==> src/rtl/cacheline_burst_adaptor.sv <==
// cacheline_burst_adaptor
//
// Responds to the cache's line-level pmem handshake. It converts each full-line read or write
// into a multi-beat burst on the narrow physical-memory bus. When the burst finishes, it
// returns a single-cycle line response.
//
// Cache side:
//   line_i     write line from cache
//   line_o     read line to cache (always driven from the line buffer)
//   address_i  line request address
//   read_i     line read request, held until resp_o
//   write_i    line write request, held until resp_o
//   resp_o     one-cycle line completion pulse
// Memory side:
//   burst_i    read beat from memory
//   burst_o    write beat to memory
//   address_o  line-aligned burst address
//   read_o     burst read request
//   write_o    burst write request
//   resp_i     beat valid (read) / beat accepted (write)
// clk, rst: rst is a synchronous, active-high reset.
module cacheline_burst_adaptor #(
  parameter int unsigned BEAT_WIDTH = 64,
  parameter int unsigned BEATS      = 4,
  parameter int unsigned ADDR_WIDTH = 32
) (
  input  logic                          clk,
  input  logic                          rst,
  input  logic [BEATS*BEAT_WIDTH-1:0]   line_i,
  output logic [BEATS*BEAT_WIDTH-1:0]   line_o,
  input  logic [ADDR_WIDTH-1:0]         address_i,
  input  logic                          read_i,
  input  logic                          write_i,
  output logic                          resp_o,
  input  logic [BEAT_WIDTH-1:0]         burst_i,
  output logic [BEAT_WIDTH-1:0]         burst_o,
  output logic [ADDR_WIDTH-1:0]         address_o,
  output logic                          read_o,
  output logic                          write_o,
  input  logic                          resp_i
);

  localparam int unsigned LineWidth = BEATS * BEAT_WIDTH;
  localparam int unsigned OffW      = $clog2(LineWidth / 8);
  localparam int unsigned CntW      = (BEATS > 1) ? $clog2(BEATS) : 1;
  localparam logic [CntW-1:0] LastBeat = CntW'(BEATS - 1);

  typedef enum logic [1:0] {StIdle, StRead, StWrite, StDone} state_e;

  state_e                state;
  logic [CntW-1:0]       cnt;
  logic [LineWidth-1:0]  buffer;
  logic [ADDR_WIDTH-1:0] aligned_addr;

  assign aligned_addr = {address_i[ADDR_WIDTH-1:OffW], OffW'(0)};
  assign line_o       = buffer;
  // Only present a beat while a write burst is active; otherwise the bus stays quiet.
  assign burst_o      = write_o ? buffer[cnt*BEAT_WIDTH +: BEAT_WIDTH] : '0;

  always_ff @(posedge clk) begin
    if (rst) begin
      state     <= StIdle;
      cnt       <= '0;
      buffer    <= '0;
      address_o <= '0;
      read_o    <= 1'b0;
      write_o   <= 1'b0;
      resp_o    <= 1'b0;
    end else begin
      resp_o <= 1'b0;
      unique case (state)
        StIdle: begin
          // Read has priority when both requests are raised together.
          if (read_i) begin
            address_o <= aligned_addr;
            read_o    <= 1'b1;
            state     <= StRead;
          end else if (write_i) begin
            address_o <= aligned_addr;
            buffer    <= line_i;
            write_o   <= 1'b1;
            state     <= StWrite;
          end
        end
        StRead: begin
          if (resp_i) begin
            buffer[cnt*BEAT_WIDTH +: BEAT_WIDTH] <= burst_i;
            if (cnt == LastBeat) begin
              cnt    <= '0;
              read_o <= 1'b0;
              resp_o <= 1'b1;
              state  <= StDone;
            end else begin
              cnt <= cnt + CntW'(1);
            end
          end
        end
        StWrite: begin
          if (resp_i) begin
            if (cnt == LastBeat) begin
              cnt     <= '0;
              write_o <= 1'b0;
              resp_o  <= 1'b1;
              state   <= StDone;
            end else begin
              cnt <= cnt + CntW'(1);
            end
          end
        end
        StDone: begin
          state <= StIdle;
        end
        default: begin
          state <= StIdle;
        end
      endcase
    end
  end

endmodule

==> config.mk <==
export PLATFORM = sky130hd
export DESIGN_NAME = cacheline_burst_adaptor
export DESIGN_NICKNAME = d
export VERILOG_FILES = /design/src/rtl/cacheline_burst_adaptor.sv
export SDC_FILE = /design/constraint.sdc
export NUM_CORES = 1
export LEC_CHECK = 0
export CORE_AREA = 2 2 276 278
export CTS_BUF_LIST = sky130_fd_sc_hd__clkbuf_2
export DETAILED_ROUTE_END_ITERATION = 8
export DIE_AREA = 0 0 278 280
export PLACE_DENSITY = 0.57
export SYNTH_ARGS = -nofsm -noshare
export SYNTH_HDL_FRONTEND = slang
export SYNTH_SLANG_ARGS = --single-unit
==> constraint.sdc <==
create_clock -name clk -period 8.3 [get_ports clk]
set_input_delay 1.245 -clock clk [delete_from_list [all_inputs] [get_ports clk]]
set_output_delay 1.245 -clock clk [all_outputs]
set_load 0.005 [all_outputs]
==> summary.md <==
| Metric | Value |
|---|---|
| Status | finished clean |
| Slew HR | 19.3% |
| Worst Hold Class | flip-flop to flip-flop |
| Final period utilization | 60.3% |
| Clk sinks | 290 |
| Pwr Density | 312 mW/mm² |
| Drt drc | 0 |
| Max-Cap Viols | 0 |
| DRT Pass-1 Iters | 5 |
| Antenna violations before repair | 11 |
| Fillcell total | 8007 |
| First-pass GRT wire length | 104000 µm |
| Post-synth top area share | 39.8% |
| Setup Skew | 0.0870 ns |
| Required time worst endpoint | 7.05 ns |
| Final Hold Fails | 0 |
| FMAX | 200 MHz |
| Total GRT Usage | 18.0% |
| IO Port Bufs | 701 |
| Die width | 278 µm |
| Routed wire per std cell | 21.8 µm |
| Core Footprint | 0.0752 mm² |
| Share of layout cells above drive strength 1 | 12.2% |
| Footprint of the multi-input gates | 0.00799 mm² |
| Worst-Skew Late Latency | 1.07 ns |
| Die Y | 280 µm |
| Number of synthesized register bits | 290 |
| Worst Path Max Fanout | 36 |
| WP data arrival | 3.76 ns |
| DR iter-0 viols | 1015 |
| Leakage | 7.97 nW |
| P&R area growth vs syn | 57.6% |
| Root Buffer | clkbuf_2 |
| Antenna viol nets, final | 0 |
| Synthesized area | 0.0146 mm² |
| Synthesized area per cell | 8.59 µm² |
| Ports | 712 |
| Mapped Cells | 1696 |
| Worst vdd ir | 0.140 mV |
| Final setup fails | 0 |
| Inserted Clock Buffers | 86 |
| Clock Pin Slew Worst Setup and Hold Paths | 0.11 ns |
| CTS tree | built |
| Slew @ Worst Pin | 1.21 ns |
| Worst setup EP type | primary output |
| Largest net degree at the start of global routing | 149 |
| Cell Area, Placed | 0.0223 mm² |
| Post-CTS Setup Inserts | 0 |
| DR vias/cell | 4.70 |
| Hold path depth | 2 |
| Reg2Reg Depth | 8 |
| Hold bufs inserted after CTS | 0 |
| Synth area leaders | dfxtp_1, nand2_1, mux4_2 |
| Htree depth | 3 |
| Final WL | 73400 µm |
| Largest area contributor in the netlist | dfxtp_1 |
| Slew Viols, Final | 0 |
| Kind of critical path | flip-flop to primary output |
| RePlAce Congestion | 0.812 |
| Rows | 101 |
| CP Launch Type | flip-flop |
| Crit path time final | 5.00 ns |
| Register area | 0.00582 mm² |
| Die footprint | 0.0778 mm² |
| Vias in the first global route | 15345 |
| Vias | 15845 |
| Setup tns final | 0 ns |
| Gr ovfl total | 0 |
| RSZ-0062 raised after global routing | no |
| Most frequent cells in the layout | clkdlybuf4s50_1, nand2_1, dfxtp_1 |
| Final instance area | 0.0230 mm² |
| Commonest non-fill, non-tap cell in the layout | clkdlybuf4s50_1 |
| Netlist cell types | 35 |
| Synth Warn # | 0 |
| Final net count | 2699 |
| Final core utilization | 30.6% |
| Max clock buf depth | 3 |
| Post-synthesis sequential area ratio | 39.8% |
| Post-cts sizing count | 0 |
| Post-DP HPWL | 50000 µm |
| Initial Util | 19.4% |
-- sequential cells by signal, indices dropped and copies added (netlist names) --
register	cells
resp_o	1
line_o	256
write_o	1
read_o	1
state	2
cnt	2
address_o	27
-- synthesized netlist by cell type --
cell type	n
ha_1	8
nor2b_1	3
nor3b_1	1
and4b_1	1
nor4_4	1
conb_1	1
inv_2	1
nand3b_4	1
clkbuf_1	102
buf_6	6
nand3_1	2
a22oi_1	3
o21ai_1	1
nand2_1	448
buf_2	57
o211ai_1	2
and2_1	64
buf_4	8
buf_1	4
a221oi_1	64
a211oi_1	1
a22o_1	1
a311oi_1	132
nand2b_4	1
mux4_2	64
a22oi_2	2
o21ai_0	1
a21oi_1	31
a311oi_2	60
and4_1	2
mux2i_1	3
nor2_1	262
nor3_1	64
inv_1	4
dfxtp_1	290
-- critical path, cell delays in order (launching register included) --
cell and delay (ns):
dfxtp_4 0.74, buf_4 0.68, mux4_2 0.40, and2_1 0.17, clkdlybuf4s50_1 0.64
-- per-stage QoR --
step                hold slack, ns  instances  setup slack [ns]  total power [mW]
floorplan                    0.453       1700              5.37              4.13
global placement             0.442       3224              4.35              6.12
detailed placement           0.447       3224              4.34              6.15
CTS                          0.461       3367              3.04              7.28
global route                 0.478       3368              3.01              7.68
finish                       0.455       3370              3.30              7.18
-- power breakdown --
group          internal [mW]  switching (mW)
Sequential              1.93           0.516
Combinational           1.90            1.75
Clock                  0.394           0.684
Total                   4.22            2.95
-- area by class of cell --
class                           count  share of cell area, %
Sequential cell                   290                   25.3
Timing Repair Buffer              723                   31.3
Tap cell                          978                   5.33
Antenna cell                        3                 0.0327
Clock buffer                      123                   2.68
Clock inverter                     20                  0.403
Inverter                            5                  0.114
Multi-Input combinational cell   1228                   34.8
-- per-layer routing --
layer | vias to the layer above | routed length (µm) | GRT usage (%)
met2 | 718 | 34500 | 29.4
met1 | 7588 | 30200 | 22.0
met4 | 10 | 2310 | 7.18
met3 | 140 | 6400 | 5.69
li1 | 7389 | - | -
met5 | - | 69 | 0
-- path summary, 6_finish.rpt --
kind              slack [ns]           from             to
setup / recovery        3.30         cnt[1]     burst_o[0]
setup reg to reg        4.37         cnt[1]    line_o[191]
hold reg to reg         0.46  address_o[15]  address_o[15]
hold / removal          0.46  address_o[15]  address_o[15]
-- logic make-up (layout without fill, tap and decap cells) --
| logic type | count (synthesis) | after routing | synth area share [%] |
|---|---|---|---|
| adders and majority gates | 8 | 8 | 0.687 |
| other | 1 | 8 | 0.0257 |
| buffers and inverters | 182 | 871 | 5.69 |
| DFF | 290 | 290 | 39.8 |
| AOI/OAI and AO/OA | 298 | 298 | 19.6 |
| muxes | 67 | 67 | 10.1 |
| and+or+nand+nor | 850 | 850 | 24.0 |
No activity file was read; power rests on OpenSTA's default activity.
